**src/rtl/uart_pkg.sv**
```systemverilog
// Shared types and constants for the UART controller and its baud tick generator.
package uart_pkg;

  typedef enum logic [1:0] {TXS_IDLE, TXS_START, TXS_DATA, TXS_STOP} tx_state_t;
  typedef enum logic [1:0] {RXS_IDLE, RXS_START, RXS_DATA, RXS_STOP} rx_state_t;

  localparam int unsigned OVERSAMPLE = 16;
  localparam int unsigned HALF_BIT   = 8;

  function automatic int unsigned cnt_width(input int unsigned d);
    return (d > 1) ? $clog2(d) : 1;
  endfunction

endpackage

```
**src/rtl/uart_baud_tick.sv**
```systemverilog
// Oversample prescaler: counts 0..DIVISOR-1 and flags the terminal count as a tick.
module uart_baud_tick
  import uart_pkg::*;
#(
  parameter int unsigned DIVISOR = 651
) (
  input  logic clk,
  input  logic reset,
  input  logic clear,
  output logic tick
);

  localparam int unsigned W = cnt_width(DIVISOR);
  localparam logic [W-1:0] LAST = W'(DIVISOR - 1);

  if (DIVISOR < 1) begin : g_bad_divisor
    $error("uart_baud_tick: DIVISOR must be >= 1");
  end

  logic [W-1:0] cnt;

  always_ff @(posedge clk or negedge reset) begin
    if (!reset)                     cnt <= '0;
    else if (clear || cnt == LAST)  cnt <= '0;
    else                            cnt <= cnt + W'(1);
  end

  assign tick = (cnt == LAST);

endmodule

```
**src/rtl/uart_controller.sv**
```systemverilog
// 8N1 UART: independent transmit and receive engines with 16x oversampling.
module uart_controller
  import uart_pkg::*;
#(
  parameter int unsigned CLK_FREQ = 100_000_000,
  parameter int unsigned BAUD     = 9600,
  parameter int unsigned DIVISOR  = CLK_FREQ / (BAUD * 16)
) (
  input  logic       clk,
  input  logic       reset,
  input  logic [7:0] TX_DATA,
  input  logic       TX_SEND,
  output logic       TX_STATUS,
  output logic       TX_END,
  output logic       UART_TX,
  input  logic       UART_RX,
  output logic [7:0] RX_DATA,
  output logic       RX_END,
  output logic       RX_ERR
);

  // ---------------- transmit ----------------
  tx_state_t  tx_state, tx_next;
  logic [7:0] tx_shift;
  logic [2:0] tx_bit;
  logic [3:0] tx_os;
  logic       tx_tick, tx_accept, tx_bit_done, tx_end_q;

  assign tx_accept   = (tx_state == TXS_IDLE) && TX_SEND;
  assign tx_bit_done = tx_tick && (tx_os == 4'(OVERSAMPLE - 1));

  uart_baud_tick #(.DIVISOR(DIVISOR)) u_tx_tick (
    .clk(clk), .reset(reset), .clear(tx_accept), .tick(tx_tick)
  );

  always_ff @(posedge clk or negedge reset) begin
    if (!reset) tx_state <= TXS_IDLE;
    else        tx_state <= tx_next;
  end

  always_comb begin
    tx_next = tx_state;
    case (tx_state)
      TXS_IDLE:  if (TX_SEND)                       tx_next = TXS_START;
      TXS_START: if (tx_bit_done)                   tx_next = TXS_DATA;
      TXS_DATA:  if (tx_bit_done && tx_bit == 3'd7) tx_next = TXS_STOP;
      TXS_STOP:  if (tx_bit_done)                   tx_next = TXS_IDLE;
      default:                                      tx_next = TXS_IDLE;
    endcase
  end

  always_comb begin
    TX_STATUS = (tx_state == TXS_IDLE);
    case (tx_state)
      TXS_START: UART_TX = 1'b0;
      TXS_DATA:  UART_TX = tx_shift[0];
      default:   UART_TX = 1'b1;
    endcase
  end

  always_ff @(posedge clk or negedge reset) begin
    if (!reset) begin
      tx_shift <= '0;
      tx_bit   <= '0;
      tx_os    <= '0;
      tx_end_q <= 1'b0;
    end else begin
      tx_end_q <= (tx_state == TXS_STOP) && tx_bit_done;
      if (tx_accept) begin
        tx_shift <= TX_DATA;
        tx_bit   <= '0;
        tx_os    <= '0;
      end else if (tx_state != TXS_IDLE && tx_tick) begin
        tx_os <= tx_bit_done ? 4'd0 : tx_os + 4'd1;
        if (tx_state == TXS_DATA && tx_bit_done) begin
          tx_shift <= {1'b0, tx_shift[7:1]};
          tx_bit   <= tx_bit + 3'd1;
        end
      end
    end
  end

  assign TX_END = tx_end_q;

  // ---------------- receive ----------------
  rx_state_t  rx_state, rx_next;
  logic       rx_meta, rx_sync, rx_prev;
  logic [7:0] rx_shift, rx_data_q;
  logic [2:0] rx_bit;
  logic [3:0] rx_os;
  logic       rx_tick, rx_fall, rx_half_done, rx_bit_done;
  logic       rx_clear, rx_sample, rx_good, rx_bad, rx_end_q, rx_err_q;

  assign rx_fall      = rx_prev && !rx_sync;
  assign rx_half_done = rx_tick && (rx_os == 4'(HALF_BIT - 1));
  assign rx_bit_done  = rx_tick && (rx_os == 4'(OVERSAMPLE - 1));

  uart_baud_tick #(.DIVISOR(DIVISOR)) u_rx_tick (
    .clk(clk), .reset(reset), .clear(rx_clear), .tick(rx_tick)
  );

  // rx_prev tracks the synchronised line in every state, so a line that stays
  // low after a framing error never looks like a fresh start edge.
  always_ff @(posedge clk or negedge reset) begin
    if (!reset) begin
      rx_meta  <= 1'b1;
      rx_sync  <= 1'b1;
      rx_prev  <= 1'b1;
      rx_state <= RXS_IDLE;
    end else begin
      rx_meta  <= UART_RX;
      rx_sync  <= rx_meta;
      rx_prev  <= rx_sync;
      rx_state <= rx_next;
    end
  end

  always_comb begin
    rx_next = rx_state;
    case (rx_state)
      RXS_IDLE:  if (rx_fall)                        rx_next = RXS_START;
      RXS_START: if (rx_half_done)                   rx_next = rx_sync ? RXS_IDLE : RXS_DATA;
      RXS_DATA:  if (rx_bit_done && rx_bit == 3'd7)  rx_next = RXS_STOP;
      RXS_STOP:  if (rx_bit_done)                    rx_next = RXS_IDLE;
      default:                                       rx_next = RXS_IDLE;
    endcase
  end

  always_comb begin
    rx_clear  = (rx_state == RXS_IDLE) && rx_fall;
    rx_sample = (rx_state == RXS_DATA) && rx_bit_done;
    rx_good   = (rx_state == RXS_STOP) && rx_bit_done && rx_sync;
    rx_bad    = (rx_state == RXS_STOP) && rx_bit_done && !rx_sync;
  end

  always_ff @(posedge clk or negedge reset) begin
    if (!reset) begin
      rx_shift  <= '0;
      rx_data_q <= '0;
      rx_bit    <= '0;
      rx_os     <= '0;
      rx_end_q  <= 1'b0;
      rx_err_q  <= 1'b0;
    end else begin
      rx_end_q <= rx_good;
      rx_err_q <= rx_bad;
      if (rx_good) rx_data_q <= rx_shift;
      if (rx_clear) begin
        rx_os  <= '0;
        rx_bit <= '0;
      end else if (rx_state != RXS_IDLE && rx_tick) begin
        rx_os <= ((rx_state == RXS_START && rx_half_done) || rx_bit_done) ? 4'd0 : rx_os + 4'd1;
        if (rx_sample) begin
          rx_shift <= {rx_sync, rx_shift[7:1]};
          rx_bit   <= rx_bit + 3'd1;
        end
      end
    end
  end

  assign RX_DATA = rx_data_q;
  assign RX_END  = rx_end_q;
  assign RX_ERR  = rx_err_q;

endmodule

```
**config.mk**
```make
export PLATFORM = sky130hd
export DESIGN_NAME = uart_controller
export DESIGN_NICKNAME = d
export VERILOG_FILES = /design/src/rtl/uart_pkg.sv /design/src/rtl/uart_baud_tick.sv /design/src/rtl/uart_controller.sv
export SDC_FILE = /design/constraint.sdc
export NUM_CORES = 1
export LEC_CHECK = 0
export ABC_AREA = 1
export BUFFER_PORTS_ARGS = -buffer_cell sky130_fd_sc_hd__buf_2
export CAP_MARGIN = 5
export CORE_AREA = 2 2 79 81
export CTS_CLUSTER_SIZE = 28
export DETAILED_ROUTE_END_ITERATION = 8
export DIE_AREA = 0 0 81 83
export GPL_TIMING_DRIVEN = 0
export PLACE_DENSITY = 0.77
export SETUP_SLACK_MARGIN = 0.5
export SLEW_MARGIN = 20
export SYNTH_ARGS = -nofsm -noshare
export SYNTH_HDL_FRONTEND = slang
export SYNTH_SLANG_ARGS = --single-unit
```
**constraint.sdc**
```tcl
create_clock -name clk -period 2.2 [get_ports clk]
set_clock_uncertainty 0.15 [all_clocks]
set_input_delay 0.44 -clock clk [delete_from_list [all_inputs] [get_ports clk]]
set_output_delay 0.44 -clock clk [all_outputs]
set_load 0.03 [all_outputs]
```
* After elaboration in Yosys (flattened, before gate mapping)
Cells that the tools add are included. W data, S select, Z words.
Operators by class: multiplexer cells 29, bitwise gates (word level) 1, add/subtract/negate cells 6, reduce and logical (&&, ||, !) cells 34, equality and inequality tests 21
Operator list (number):
- $mux W4 | 6
- $mux W8 | 3
- $add A10 B1 Y10 const B | 2
- $eq A10 B10 Y1 const B | 2
- $mux W10 | 2
- $mux W2 | 9
- $mux W3 | 6
- $logic_and A1 B1 Y1 | 17
- $ne A2 B2 Y1 const B | 8
- $pmux W2 S4 | 2
- $reduce_bool A2 Y1 | 6
- $add A4 B1 Y4 const B | 2
- $eq A2 B2 Y1 const B | 4
- $eq A4 B4 Y1 const B | 2
- $reduce_and A4 Y1 | 2
- $add A3 B1 Y3 const B | 2
- $eq A3 B3 Y1 const B | 2
- $eq A2 B1 Y1 const B | 2
- $eq A4 B3 Y1 const B | 1
- $logic_not A2 Y1 | 2
- $reduce_and A2 Y1 | 2
- $logic_or A1 B1 Y1 | 3
- $reduce_and A3 Y1 | 1
- $pmux W1 S2 | 1
- 2 further kinds | 2
Word-level totals: bits of input ports 12, word-level logic and storage cells 108, flip-flop bits (word level) 68

* Depth between registers and ports, before layout
depth in word-level cells 7, gate-level depth with buffers 10

* By module
A second synthesis with hierarchy kept.
Second synthesis, totals: cell total of the unflattened synthesis 398, area, all modules 3497.1 sq um
By module, submodules not included:
- uart_controller | times used 1, area an instance 2376.0 sq um, cells an instance 250, sequential area each 1204.9 sq um
- uart_baud_tick | times used 2, area an instance 560.5 sq um, cells an instance 74, sequential area each 250.2 sq um

* Worst setup path before layout
Ideal clock, no wire load.
path kind reg2out, start reg tx_state[0], end out UART_TX, stages on the path, launching flop included 4, path slack 265 ps, data required time 1610 ps, data arrival time 1345 ps, cell sequence dfrtp_1 -> inv_1 -> ha_1 -> o21ai_0
On the way: longest elaborated chain between the ends 2, elaborated cells between the ends (all ways) 3, those cells by class eq/ne: 2; mux: 1
RTL lines:
- from (decl) | line uart_controller.sv:23 | tx_state_t tx_state, tx_next;
- from (signal assigned) | line uart_controller.sv:38 | else tx_state <= tx_next;
- $eq A2 B2 Y1 / $eq A2 B1 Y1 (equally long branches) | line uart_controller.sv:54 | case (tx_state)
- $pmux W1 S2 * | line uart_controller.sv:54
- to (decl) | line uart_controller.sv:15 | output logic UART_TX,
Every way passes the cells marked *; elsewhere a longest branch is shown, timed or not.

* Worst setup path in the final report
start reg u_rx_tick.cnt[1], end reg rx_data_q[0], in the netlist RX_DATA[0]
On the way: longest elaborated chain between the ends 4
RTL lines:
- from (decl) | line uart_baud_tick.sv:20 | logic [W-1:0] cnt;
- from (signal assigned) | line uart_baud_tick.sv:25 | else cnt <= cnt + W'(1);
- $eq A10 B10 Y1 | line uart_baud_tick.sv:28 | assign tick = (cnt == LAST);
- $logic_and A1 B1 Y1 | line uart_controller.sv:96 | assign rx_bit_done = rx_tick && (rx_os == 4'(OVERSAMPLE - 1));
- $logic_and A1 B1 Y1 (2 in series) | line uart_controller.sv:132 | rx_good = (rx_state == RXS_STOP) && rx_bit_done && rx_sync;
- to (signal assigned) | line uart_controller.sv:147 | if (rx_good) rx_data_q <= rx_shift;
- to (decl) | line uart_controller.sv:88 | logic [7:0] rx_shift, rx_data_q;
No other way between the ends. A chain may end at the register's enable or synchronous reset.

==> out/summary.txt <==
Status: complete, no violations
CORE AREA: 5820 sq um
Seq/Total Area, Yosys: 50.4%
Starting density of the core: 58.2%
WL final: 8480 microns
Most frequent CP cell: nand2_1
DR vias: 2,913
Ys async rst share: 100%
Largest net degree at the start of global routing: 36
Total die area: 6720 sq um
Ports: 25
Post-synthesis cell type count: 40
CP max FO: 5
Drt wl/cell: 16.0 microns
Initial antenna violation count: 0
Crit-path slowest cell: dfrtp_1
Worst r2r path cells: 9
DRT antenna net count: 0
HP Class: in2reg
Layout cells sized above 1: 42.2%
CTS sink cnt: 68
Max-Cap Viols: 0
IO buf count: 24
Die Span X: 81 microns
Total power draw: 4.39 mW
RSZ-0062 raised after global routing: yes
Final slew viol count: 0
Final setup margin: 273 ps
DR pass1 iterations: 4
Synthesized flop and latch total: 68
Setup violators final: 0
Area growth, synth to finish: 37.3%
Worst Hold Depth: 1
Synth Flop Type: dfrtp_1
DP Wirelength: 4340 microns
Gpl congestion: 0.789
P_leak: 2.26 nW
Type of origin of the critical path: flop
Global-route wire length before repair: 11,800 microns
CP Cell Sequence: ha_2 > nand3_2 > nor2_4 > nand2_4 > nor2_8 > nand4_4 > buf_8 > nand2_1 > nand2_1
Max Root-Sink Buffers: 2
Setup Crit Path Kind: reg2reg
Critical path required time: 2290 ps
Peak VDD IR: 0.000929 V
Pre-CTS setup slack: 334 ps
Minimum clock period: 1930 ps
GRT Overall Usage: 22.6%
ANT cells: 0
Root Driver: clkbuf_8
Clock-pin slew on the worst setup and hold paths: 80 ps
Rows: 28
R2R Setup Slk: 270 ps
Final period util: 87.6%
Overflow after GRT: 0
Power Dens Cells: 944 nW/um^2
Syn_nets: 399
DR iter-0 viols: 236
Worst hold slack: 35.6 ps
CTS tree: built
Final Hold Viols: 0
Synthesized area: 3380 sq um
Syn avg cell area: 9.07 sq um
Height of the die: 83 microns
Slew @ Worst Pin: 447 ps
Synth Instances: 373
YS warnings: 0
H-tree levels: 3
Crit. End Element: flop
Filler cells: 335
Setup TNS: 0 ps
Via density: 5.50
Drc violations: 0
Vias in the first global route: 2,677
Relative slew margins: 70.2%
Nets@finish: 476
Critical path arrival: 2020 ps
Max Freq: 0.519 GHz
Worst path max stage delay: 430 ps
Number of enable flip-flop cells after synthesis: 0
Cts bufs inserted: 9
Skew-Pair Late Insertion Delay: 350 ps
what timing repair did:
action,in CTS,in global routing
buffers inserted,20,18
hold buffers,1,0
endpoints found under the hold margin,33,0
pin swaps,9,22
gates cloned,2,0
endpoints found under the setup margin,50,57
resized for setup,34,83
through the flow:
stage / cell area (sq um) / util, % / instances
after CTS: 4180 / 71.8 / 512
after detailed placement: 3640 / 62.5 / 473
after global routing: 4650 / 79.9 / 530
after floorplan: 3400 / - / 373
final: 4650 / 79.9 / 530
after global placement: 3610 / 62.1 / 472
power by group:
group	switching, mW	leakage [nW]	internal, mW
Clock	0.537	0.120	0.761
Sequential	0.173	0.906	1.45
Combinational	0.858	1.24	0.613
Total	1.57	2.26	2.82
layout by cell type, fill, tap and decap left out, types with 7 or more instances in the layout:
master    instances
inv_2            10
ha_1              8
clkbuf_8          9
nor2_4            7
nand3_2          11
nand4_1           8
nand2_4          12
buf_4            29
nand2_2          14
nand2_1          57
nor2_1           26
dfrtp_1          63
o21ai_2          15
buf_6            15
a21oi_1           8
buf_2            24
nor3_1            8
nand3_1          25
inv_1            33
worst max-delay path, delay by kind of cell, from the launching register on:
family                     cells  cell delay [ps]
DFF                            1              430
adders and majority gates      1              240
and+or+nand+nor                7              780
buffers and inverters          1              210
final cells by class:
| type | count | area, sq um | share of cell area [%] |
|---|---|---|---|
| Multi-Input combinational cell | 252 | 1820 | 39.2 |
| Sequential cell | 68 | 1710 | 36.8 |
| Timing Repair Buffer | 66 | 527 | 11.3 |
| Inverter | 45 | 171 | 3.69 |
| Clock buffer | 9 | 124 | 2.67 |
| Clock inverter | 7 | 124 | 2.67 |
| Tap cell | 75 | 93.8 | 2.02 |
| Buffer | 8 | 75.1 | 1.62 |
cell families (layout without fill, tap and decap cells):
group	Yosys count	after routing	synth area share [%]
xor+xnor	4	4	1.04
buf+inv	53	135	6.47
simple gates	187	187	27.1
mux	1	1	0.296
compound gates	46	46	9.50
flops	68	68	50.4
fa+ha+maj	14	14	5.18
routing by layer:
metal | GRT usage, % | routed length, microns | share of wire (%) | vias to the layer above
met4 | 9.86 | 210 | 2.5 | 0
met2 | 37.3 | 4730 | 56 | 74
li1 | - | - | - | 1382
met5 | 0 | 0 | 0 | -
met3 | 4.02 | 304 | 3.6 | 23
met1 | 28.6 | 3230 | 38 | 1434
synthesized netlist by cell type (2+ instances only):
master	instances	share of area, %
a21oi_1	8	1.2
buf_2	4	0.59
buf_6	2	0.67
dfrtp_1	65	48
dfstp_2	3	2.3
ha_1	14	5.2
inv_1	40	4.4
inv_2	4	0.44
nand2_1	79	8.8
nand2_2	4	0.74
nand3_1	35	5.2
nand3_2	2	0.59
nand3_4	2	1.0
nand4_1	8	1.5
nor2_1	32	3.6
nor2_4	2	0.67
nor3_1	11	1.6
nor3b_1	4	0.89
o211ai_1	6	1.3
o21ai_0	3	0.44
o21ai_1	7	1.0
o21ai_2	14	3.6
o21bai_1	2	0.44
o22ai_1	2	0.37
or2_2	2	0.37
xor2_1	4	1.0
flip-flops by register name, indices dropped and copies added (netlist names), named ones only:
signal and flops:
RX_DATA 8, RX_END 1, RX_ERR 1, TX_END 1, rx_bit 3, rx_meta 1
rx_os 4, rx_prev 1, rx_shift 8, rx_state 1, rx_sync 1, tx_bit 3
tx_os 4, tx_shift 8, tx_state 2, u_rx_tick.cnt 10, u_tx_tick.cnt 10
final timing paths:
check | startpoint | endpoint
worst max-delay path | u_rx_tick.cnt[1] | RX_DATA[0]
worst min-delay path | UART_RX | rx_meta
worst max register to register | u_rx_tick.cnt[1] | RX_DATA[0]
worst min register to register | rx_meta | rx_sync
max in group asynchronous | reset | rx_sync
min in group asynchronous | reset | rx_os[2]
(Power assumes the default switching activity.)
